==> src/rtl/lock_entry_controller_pkg.sv <==
// Shared constants, key indices and state encoding for the digital lock controller.
package lock_pkg;

    localparam int DIGITS          = 4;
    localparam int CODE_LENGTH     = 4 * DIGITS;
    localparam int COUNTER_WIDTH   = $clog2(DIGITS);
    localparam int MAX_ATTEMPTS    = 3;
    localparam int LOCKOUT_CYCLES  = 16;
    localparam int MAX_DIGIT_VALUE = 9;

    localparam int KEY_ENTER  = 0;
    localparam int KEY_COMMIT = 1;
    localparam int KEY_CLEAR  = 2;

    typedef enum logic [1:0] {
        UNLOCKED,
        LOCKED,
        CHECK,
        LOCKOUT
    } lockState_e;

endpackage

==> src/rtl/lock_entry_controller_if.sv <==
// Board-side bundle of the lock: key/switch inputs and actuator/display outputs.
interface lock_entry_controller_if #(
    parameter int DIGITS = 4
);
    localparam int CODE_LENGTH   = 4 * DIGITS;
    localparam int COUNTER_WIDTH = $clog2(DIGITS);

    logic [3:0]               key;
    logic [3:0]               digit;
    logic                     locked;
    logic                     lockout;
    logic [CODE_LENGTH-1:0]   pin_entry;
    logic [COUNTER_WIDTH:0]   entry_count;
    logic                     error;

    modport master (
        output key, digit,
        input  locked, lockout, pin_entry, entry_count, error
    );

    modport slave (
        input  key, digit,
        output locked, lockout, pin_entry, entry_count, error
    );

endinterface

==> src/rtl/lock_entry_controller_edge.sv <==
// Rising-edge detector for the push keys; a key must be seen low after reset
// before it can produce an edge, so a key held through reset stays silent.
module key_edge_detect #(
    parameter int WIDTH = 4
) (
    input  logic             clock,
    input  logic             reset,
    input  logic [WIDTH-1:0] level_i,
    output logic [WIDTH-1:0] rise_o
);

    logic [WIDTH-1:0] level_q;
    logic [WIDTH-1:0] armed_q;

    always_ff @(posedge clock) begin
        if (reset) begin
            level_q <= '0;
            armed_q <= '0;
        end else begin
            level_q <= level_i;
            armed_q <= armed_q | ~level_i;
        end
    end

    assign rise_o = level_i & ~level_q & armed_q;

endmodule

==> src/rtl/lock_entry_controller.sv <==
// Digital lock sequencer: PIN entry, code set/check, failure counting and timed lockout.
module lock_entry_controller
    import lock_pkg::*;
(
    input  logic                    clock,
    input  logic                    reset,
    lock_entry_controller_if.slave  bus
);

    localparam int COUNT_W = COUNTER_WIDTH + 1;
    localparam int FAIL_W  = $clog2(MAX_ATTEMPTS + 1);
    localparam int TIMER_W = $clog2(LOCKOUT_CYCLES);

    lockState_e               state_q, state_d;
    logic [CODE_LENGTH-1:0]   pinEntry_q, pinEntry_d;
    logic [COUNT_W-1:0]       entryCount_q, entryCount_d;
    logic [CODE_LENGTH-1:0]   storedCode_q, storedCode_d;
    logic [FAIL_W-1:0]        failCount_q, failCount_d;
    logic [TIMER_W-1:0]       timer_q, timer_d;
    logic                     error_q, error_d;
    logic                     locked_q;
    logic                     lockout_q;

    logic [2:0]               rise;
    logic                     entryFull;
    logic [FAIL_W-1:0]        failNext;

    // key[3] carries no function, so only the three live keys are edge-detected
    key_edge_detect #(.WIDTH(3)) u_keyEdge (
        .clock   (clock),
        .reset   (reset),
        .level_i (bus.key[2:0]),
        .rise_o  (rise)
    );

    always_comb begin
        state_d      = state_q;
        pinEntry_d   = pinEntry_q;
        entryCount_d = entryCount_q;
        storedCode_d = storedCode_q;
        failCount_d  = failCount_q;
        timer_d      = timer_q;
        error_d      = 1'b0;
        entryFull    = (entryCount_q == COUNT_W'(DIGITS));
        failNext     = failCount_q + FAIL_W'(1);

        case (state_q)
            UNLOCKED, LOCKED: begin
                if (rise[KEY_CLEAR]) begin
                    pinEntry_d   = '0;
                    entryCount_d = '0;
                end else if (rise[KEY_COMMIT]) begin
                    if (!entryFull) begin
                        error_d = 1'b1;
                    end else if (state_q == UNLOCKED) begin
                        storedCode_d = pinEntry_q;
                        pinEntry_d   = '0;
                        entryCount_d = '0;
                        state_d      = LOCKED;
                    end else begin
                        state_d = CHECK;
                    end
                end else if (rise[KEY_ENTER]) begin
                    if (bus.digit <= 4'(MAX_DIGIT_VALUE) && !entryFull) begin
                        pinEntry_d   = {pinEntry_q[CODE_LENGTH-5:0], bus.digit};
                        entryCount_d = entryCount_q + COUNT_W'(1);
                    end else begin
                        error_d = 1'b1;
                    end
                end
            end
            CHECK: begin
                pinEntry_d   = '0;
                entryCount_d = '0;
                if (pinEntry_q == storedCode_q) begin
                    failCount_d = '0;
                    state_d     = UNLOCKED;
                end else begin
                    failCount_d = failNext;
                    error_d     = 1'b1;
                    if (failNext == FAIL_W'(MAX_ATTEMPTS)) begin
                        timer_d = '0;
                        state_d = LOCKOUT;
                    end else begin
                        state_d = LOCKED;
                    end
                end
            end
            LOCKOUT: begin
                pinEntry_d   = '0;
                entryCount_d = '0;
                if (timer_q == TIMER_W'(LOCKOUT_CYCLES - 1)) begin
                    timer_d     = '0;
                    failCount_d = '0;
                    state_d     = LOCKED;
                end else begin
                    timer_d = timer_q + TIMER_W'(1);
                end
            end
            default: state_d = UNLOCKED;
        endcase
    end

    // locked/lockout are registered from the next state so they never see inputs combinationally
    always_ff @(posedge clock) begin
        if (reset) begin
            state_q      <= UNLOCKED;
            pinEntry_q   <= '0;
            entryCount_q <= '0;
            storedCode_q <= '0;
            failCount_q  <= '0;
            timer_q      <= '0;
            error_q      <= 1'b0;
            locked_q     <= 1'b0;
            lockout_q    <= 1'b0;
        end else begin
            state_q      <= state_d;
            pinEntry_q   <= pinEntry_d;
            entryCount_q <= entryCount_d;
            storedCode_q <= storedCode_d;
            failCount_q  <= failCount_d;
            timer_q      <= timer_d;
            error_q      <= error_d;
            locked_q     <= (state_d != UNLOCKED);
            lockout_q    <= (state_d == LOCKOUT);
        end
    end

    assign bus.locked      = locked_q;
    assign bus.lockout     = lockout_q;
    assign bus.pin_entry   = pinEntry_q;
    assign bus.entry_count = entryCount_q;
    assign bus.error       = error_q;

endmodule

==> src/flat_wrapper.sv <==
// flat-port wrapper written by rule: the top's interface ports become plain ports
module lock_entry_controller_flat import lock_pkg::*;
  (clock, reset, bus_key, bus_digit, bus_locked, bus_lockout, bus_pin_entry, bus_entry_count, bus_error);
  lock_entry_controller_if #(.DIGITS(4)) bus_i ();
  input  logic clock;
  input  logic reset;
  input wire logic [$bits(bus_i.key)-1:0] bus_key;
  input wire logic [$bits(bus_i.digit)-1:0] bus_digit;
  output wire logic [$bits(bus_i.locked)-1:0] bus_locked;
  output wire logic [$bits(bus_i.lockout)-1:0] bus_lockout;
  output wire logic [$bits(bus_i.pin_entry)-1:0] bus_pin_entry;
  output wire logic [$bits(bus_i.entry_count)-1:0] bus_entry_count;
  output wire logic [$bits(bus_i.error)-1:0] bus_error;
  assign bus_i.key = bus_key;
  assign bus_i.digit = bus_digit;
  assign bus_locked = bus_i.locked;
  assign bus_lockout = bus_i.lockout;
  assign bus_pin_entry = bus_i.pin_entry;
  assign bus_entry_count = bus_i.entry_count;
  assign bus_error = bus_i.error;
  lock_entry_controller u_core (.clock(clock), .reset(reset), .bus(bus_i));
endmodule
==> config.mk <==
export PLATFORM = sky130hd
export DESIGN_NAME = lock_entry_controller_flat
export DESIGN_NICKNAME = d
export VERILOG_FILES = /design/src/rtl/lock_entry_controller_pkg.sv /design/src/rtl/lock_entry_controller_if.sv /design/src/rtl/lock_entry_controller_edge.sv /design/src/rtl/lock_entry_controller.sv /design/src/flat_wrapper.sv
export SDC_FILE = /design/constraint.sdc
export NUM_CORES = 1
export LEC_CHECK = 0
export ABC_AREA = 1
export BUFFER_PORTS_ARGS = -buffer_cell sky130_fd_sc_hd__buf_2
export CELL_PAD_IN_SITES_DETAIL_PLACEMENT = 1
export CELL_PAD_IN_SITES_GLOBAL_PLACEMENT = 2
export CORE_MARGIN = 2
export CORE_UTILIZATION = 34
export CTS_CLUSTER_SIZE = 14
export DETAILED_ROUTE_END_ITERATION = 10
export GPL_TIMING_DRIVEN = 0
export PLACE_DENSITY_LB_ADDON = 0.12
export REMOVE_ABC_BUFFERS = 1
export SYNTH_ARGS = -nofsm -noshare
export SYNTH_HDL_FRONTEND = slang
export SYNTH_SLANG_ARGS = --single-unit
==> constraint.sdc <==
create_clock -name clock -period 3.1 [get_ports clock]
set_input_delay 0 -clock clock [delete_from_list [all_inputs] [get_ports clock]]
set_output_delay 0 -clock clock [all_outputs]
set_load 0.01 [all_outputs]
# Yosys cells after proc, flatten, opt, wreduce, memory -nomap -nowiden

Cells that the tools add are included.

Order comparisons: 1
Reductions and logical operators: 11
Equality and inequality tests: 15
Bitwise logic cells: 6
Add/sub/neg operators: 3
Mux-type cells: 36

Operator list:

| cell                                                  | count |
|---|---|
| two-way mux 16 bit                                    | 6 |
| one-hot mux 16 bit (2 select lines)                   | 1 |
| two-way mux 2 bit                                     | 9 |
| two-way mux 3 bit                                     | 6 |
| == test 16 bit                                        | 1 |
| two-way mux 4 bit                                     | 3 |
| == test 2 bit, second input constant                  | 4 |
| != test 4 x 1 -> 1 bit, second input constant         | 2 |
| != test 4 x 3 -> 1 bit, second input constant         | 2 |
| one-hot mux 4 bit (2 select lines)                    | 1 |
| AND 3 bit                                             | 2 |
| two-way mux 1 bit                                     | 6 |
| inverter 3 bit                                        | 2 |
| one-hot mux 2 bit (3 select lines)                    | 1 |
| one-hot mux 3 bit (2 select lines)                    | 1 |
| AND reduction 5 bit                                   | 1 |
| adder 4 x 1 -> 4 bit, second input constant           | 1 |
| == test 4 bit, second input constant                  | 1 |
| less-or-equal comparator 4 bit, second input constant | 1 |
| != test 2 x 1 -> 1 bit, second input constant         | 2 |
| one-hot mux 2 bit (2 select lines)                    | 1 |
| AND reduction 4 bit                                   | 1 |
| nonzero test 2 bit                                    | 2 |
| OR reduction 2 bit                                    | 2 |
| other kinds (13)                                      | 13 |

Input port bits: 10
Word-level logic and storage cells: 83
Flip-flop bits (word level): 52
Output and inout bits: 22

# Longest topological paths before layout

Word-level depth: 8
Gate-level depth with buffers: 12
Depth with buffers taken out: 12

# Cells and area by module

A second synthesis with hierarchy kept.

Cell total of the unflattened synthesis: 322
Area, all modules: 2427.3 um2

Modules (own cells, without submodules):

| module                | instances | area an instance (um2) | cells an instance | seq. area each (um2) |
|---|---|---|---|---|
| lock_entry_controller | 1         | 2235.9                 | 298               | 920.9 |
| key_edge_detect       | 1         | 191.4                  | 24                | 120.1 |

# Worst setup path after synthesis

Ideal clock, no wire load.

Path kind: reg-to-reg
From: register u_core.entryCount_q[0] (netlist: u_core.bus.entry_count[0])
To: register u_core.pinEntry_q[0] (netlist: u_core.bus.pin_entry[0])
Path buffers: 1
Library setup time: 119 ps
Data required time: 2981 ps
Data arrival time: 1396 ps
Period minus slack after synthesis: 1515 ps
Stages on the path, launching flop included: 10
Slack: 1585 ps
Path through: dfxtp_1 inv_1 ha_1 nand2_1 nand2_1 o21ai_2 nand2_4 buf_6 o21ai_0 a21oi_1

Longest elaborated chain between the ends: 5
Elaborated cells on any way between the ends: 6
Classes of those cells: 3 x eq/ne; 3 x reduce/logical

Ends and longest elaborated chain:

| element                          | line                         | RTL |
|---|---|---|
| from (decl)                      | lock_entry_controller.sv:16  | `logic [COUNT_W-1:0] entryCount_q, entryCount_d;` |
| from (signal assigned)           | lock_entry_controller.sv:119 | `entryCount_q <= entryCount_d;` |
| == test 3 bit *                  | lock_entry_controller.sv:44  | `entryFull = (entryCount_q == COUNT_W'(DIGITS));` |
| logical NOT 1 bit                | n/a                          |  |
| logical AND 1 bit                | lock_entry_controller.sv:64  | `if (bus.digit <= 4'(MAX_DIGIT_VALUE) && !entryFull) begin` |
| != test 4 x 1 -> 1 bit (no line) | n/a                          |  |
| AND reduction 4 bit (no line) *  | n/a                          |  |
| to (signal assigned)             | lock_entry_controller.sv:118 | `pinEntry_q <= pinEntry_d;` |
| to (decl)                        | lock_entry_controller.sv:15  | `logic [CODE_LENGTH-1:0] pinEntry_q, pinEntry_d;` |

Every way passes the cells marked *; elsewhere a longest branch is shown, timed or not.
A chain may end at the register's enable or synchronous reset.

# Worst setup path after layout

From: register u_core.entryCount_q[0] (netlist: u_core.bus.entry_count[0])
To: register u_core.locked_q (netlist: u_core.bus.locked)

Longest elaborated chain between the ends: 6

Ends and longest elaborated chain:

| element                            | line                         | RTL |
|---|---|---|
| == test 3 bit                      | lock_entry_controller.sv:44  |  |
| two-way mux 2 bit                  | lock_entry_controller.sv:53  | `if (!entryFull) begin` |
| two-way mux 2 bit                  | lock_entry_controller.sv:52  | `end else if (rise[KEY_COMMIT]) begin` |
| two-way mux 2 bit                  | lock_entry_controller.sv:49  | `if (rise[KEY_CLEAR]) begin` |
| one-hot mux 2 bit (3 select lines) | lock_entry_controller.sv:47  | `case (state_q)` |
| nonzero test 2 bit                 | lock_entry_controller.sv:124 | `locked_q <= (state_d != UNLOCKED);` |
| to (signal assigned)               | lock_entry_controller.sv:124 |  |
| to (decl)                          | lock_entry_controller.sv:21  | `logic locked_q;` |

No other way between the ends.

==> impl_results.md <==
* Status: complete, no violations
* Synth Register Bits at between 50 and 60
* Final setup viols at 0
* Starting Density at between 30% and 40%
* Max-slew headroom at between 30% and 40%
* Crit path DAT at about 2.4 ns
* Cell Chain, Critical Path: inv_1, ha_1, nand2_1, nor2_1, nand2_1, nand3_1, nand2_1, inv_1, nand2_1, nand2_1
* Global placement routability congestion at around 0.77
* WL final at between 5000 and 6000 µm
* Clk slew on worst S/H paths at 0.09 ns
* Worst hold path type: in2reg
* Cells after Synth at between 300 and 400
* Total power at between 1 and 1.5 mW
* Clock Skews at ~0.0074 ns
* Hold Fails Final Rpt at 0
* Least-Margin Pin Slew at 1.00 ns
* DRC marker count from the first detailed-route iteration at 37
* TritonCTS clock tree: done
* Layout cells sized above 1 at 12.4%
* Placed Instances at 460
* Worst path slowest cell: nand2_1
* Unrepaired setup endpoints after global routing: no
* Adder-cell share of the synthesized area at about 2.1%
* Sequential area share after synthesis at between 40% and 50%
* Die ar. at 0.00768 mm²
* DP HPWL at between 3000 and 4000 µm
* Number of setup buffers added after CTS at 0
* Core area at approximately 0.0068 mm²
* Die Y at just under 90 µm
* Num CTS Buffers at 5
* Reg-to-reg startpoint: u_core.bus.entry_count[0]
* Largest fanout on the critical path at 32
* Drt drc at 0
* Post-synthesis compound-gate area fraction at 17.5%
* Area post-placement at around 0.0026 mm²
* Post-synth top area share at 43.8%
* Worst Slack Setup Final at between 0.9 and 1 ns
* Mux share of post-synthesis cell area at 0%
* First-pass GRT wire length at around 9600 µm
* Final Net Count at 392
* Worst setup path start: u_core.bus.entry_count[0]
* Avg Cell Area, Syn at ~7 µm²
* Reg2reg path depth at 10
* CP endpoint kind: register
* Power per Cell Area at between 400 and 500 mW/mm²
* Clk buf depth at 2
* Tmin final at 2.20 ns
* Fin cells at 474
* Max-slew violation count at 0
* Warnings, synthesis at 0
* Post-synth top area cell: dfxtp_1
* Worst path max stage delay at 0.74 ns
* Number of max-cap violations at 0
* XOR/XNOR share of the synthesized area at 0%
* Drt pass-1 iters at 4
* Crit path kind: reg2reg
* Routed WL per cell at roughly 12 µm
* Hold endpoint: u_core.u_keyEdge.armed_q[2]
* Fin area at 0.00273 mm²
* Fin util at roughly 40%
* Netlist cell types at 25
* # diodes at 0
* Worst path required time at 3.30 ns
* Via count at around 2.2k
* Worst r2r dst: u_core.bus.locked
* CP Launch Type: register
* Fin Setup TNS at 0 ns
* Crit share post-route at roughly 71%
* H-Tree Depth at 2
* P_leak at 1.22 nW
* VDD IR max at between 0.2 and 0.25 mV
* # IOs at 32
* Chip Width at 87.6 µm
* Final hold slack at 0.0542 ns
* Num Clock Sinks at 52
* Vias in the first global route at 2158
* Avg Vias per Cell at around 4.6
* Row count at 30
* IO Port Bufs at 30
* Worst-Skew Late Latency at approximately 0.30 ns
* Main combinational cell family by area after synthesis: simple AND/OR/NAND/NOR gates
* Synthesis-to-layout area growth at 14.7%
* Worst slack, placed at 0.834 ns
* Largest net degree at the start of global routing at 35
* Worst reg-to-reg setup slack at between 0.9 and 1 ns
* Ranking of synthesized cells by area: dfxtp_1 44%, nand2_1 12%, a21oi_1 8.4%
* Initial antenna violation count at 0
* Root Buffer: clkbuf_8
* Post-DRT Antenna Nets at 0
* F_max at about 450 MHz
* Synth Area in Simple Gates at 25.1%
* Gr usage total at 15.6%
* Hold depth at 2
* Crit-path most repeated cell: nand2_1
* Grt ovf at 0
* Min-delay src: reset
* Post-Syn Area at 0.00238 mm²
-- cells in the mapped netlist --
| master | instances |
|---|---|
| nand3b_1 | 2 |
| clkbuf_1 | 4 |
| nand4_1 | 3 |
| buf_6 | 3 |
| nor2_2 | 1 |
| a21oi_2 | 1 |
| a31oi_1 | 1 |
| o21ai_2 | 1 |
| inv_2 | 3 |
| o21ai_0 | 34 |
| ha_1 | 4 |
| nor2_1 | 43 |
| o21ai_1 | 3 |
| nand2_4 | 1 |
| dfxtp_1 | 52 |
| inv_1 | 52 |
| nor3_4 | 1 |
| nand2_2 | 2 |
| nand2_1 | 77 |
| buf_2 | 3 |
| a22oi_1 | 1 |
| nor2_4 | 1 |
| a21oi_1 | 40 |
| buf_1 | 1 |
| nand3_1 | 11 |
-- cells by family after synthesis --
| group | after synthesis |
|---|---|
| buf+inv | 66 |
| fa+ha+maj | 4 |
| simple gates | 142 |
| compound gates | 81 |
| flops | 52 |
-- layout by cell type, fill, tap and decap left out, types with 5 or more instances in the layout --
| master | count |
|---|---|
| nand2_1 | 77 |
| nor2_1 | 43 |
| clkbuf_8 | 5 |
| nand3_1 | 11 |
| a21oi_1 | 40 |
| dfxtp_1 | 52 |
| inv_1 | 52 |
| o21ai_0 | 34 |
| buf_2 | 30 |
| dlygate4sd3_1 | 7 |
-- critical path: cells and delay by family, from the launching register on --
| kind | cells | cell delay, ns |
|---|---|---|
| adders and majority gates | 1 | 0.19 |
| DFF | 1 | 0.39 |
| and+or+nand+nor | 7 | 1.39 |
| buffers and inverters | 2 | 0.14 |
-- where the power goes --
part	total, mW	switching (mW)	internal (mW)	leakage, nW
Sequential	0.720	0.0239	0.696	0.424
Clock	0.377	0.222	0.154	0.0410
Combinational	0.195	0.124	0.0706	0.756
Total	1.29	0.370	0.921	1.22
-- routing by layer --
layer  track usage (%)  wire length, µm
met1              19.1             2710
met2              28.1             2650
met3              3.58              144
met4              2.94               37
met5                 0                0
-- state kept, by name (all words and copies together) (netlist names) --
signal,cells
u_core.storedCode_q,16
u_core.failCount_q,2
u_core.u_keyEdge.level_q,3
u_core.state_q,2
u_core.u_keyEdge.armed_q,3
u_core.timer_q,4
u_core.bus.locked,1
u_core.bus.lockout,1
u_core.bus.pin_entry,16
u_core.bus.error,1
u_core.bus.entry_count,3
-- repair_timing --
item / 4_1_cts / 5_1_grt
hold endpoints to repair: 10 / 0
hold buffers: 7 / 0
resized for setup: 0 / 0
-- worst max-delay path by stage --
stage	endpoint
6_report	u_core.bus.locked
5_1_grt	u_core.bus.locked
4_1_cts	u_core.bus.locked
3_5_place_dp	u_core.bus.locked
3_3_place_gp	u_core.bus.locked
2_1_floorplan	u_core.bus.locked
-- layout make-up --
cell class	count	area [µm²]
Tap cell	96	120
Fill cell	898	4070
Clock inverter	1	5.00
Clock buffer	6	72.6
Timing Repair Buffer	37	220
Inverter	55	206
Sequential cell	52	1040
Multi-Input combinational cell	227	1060
No activity file was read; power rests on OpenSTA's default activity.
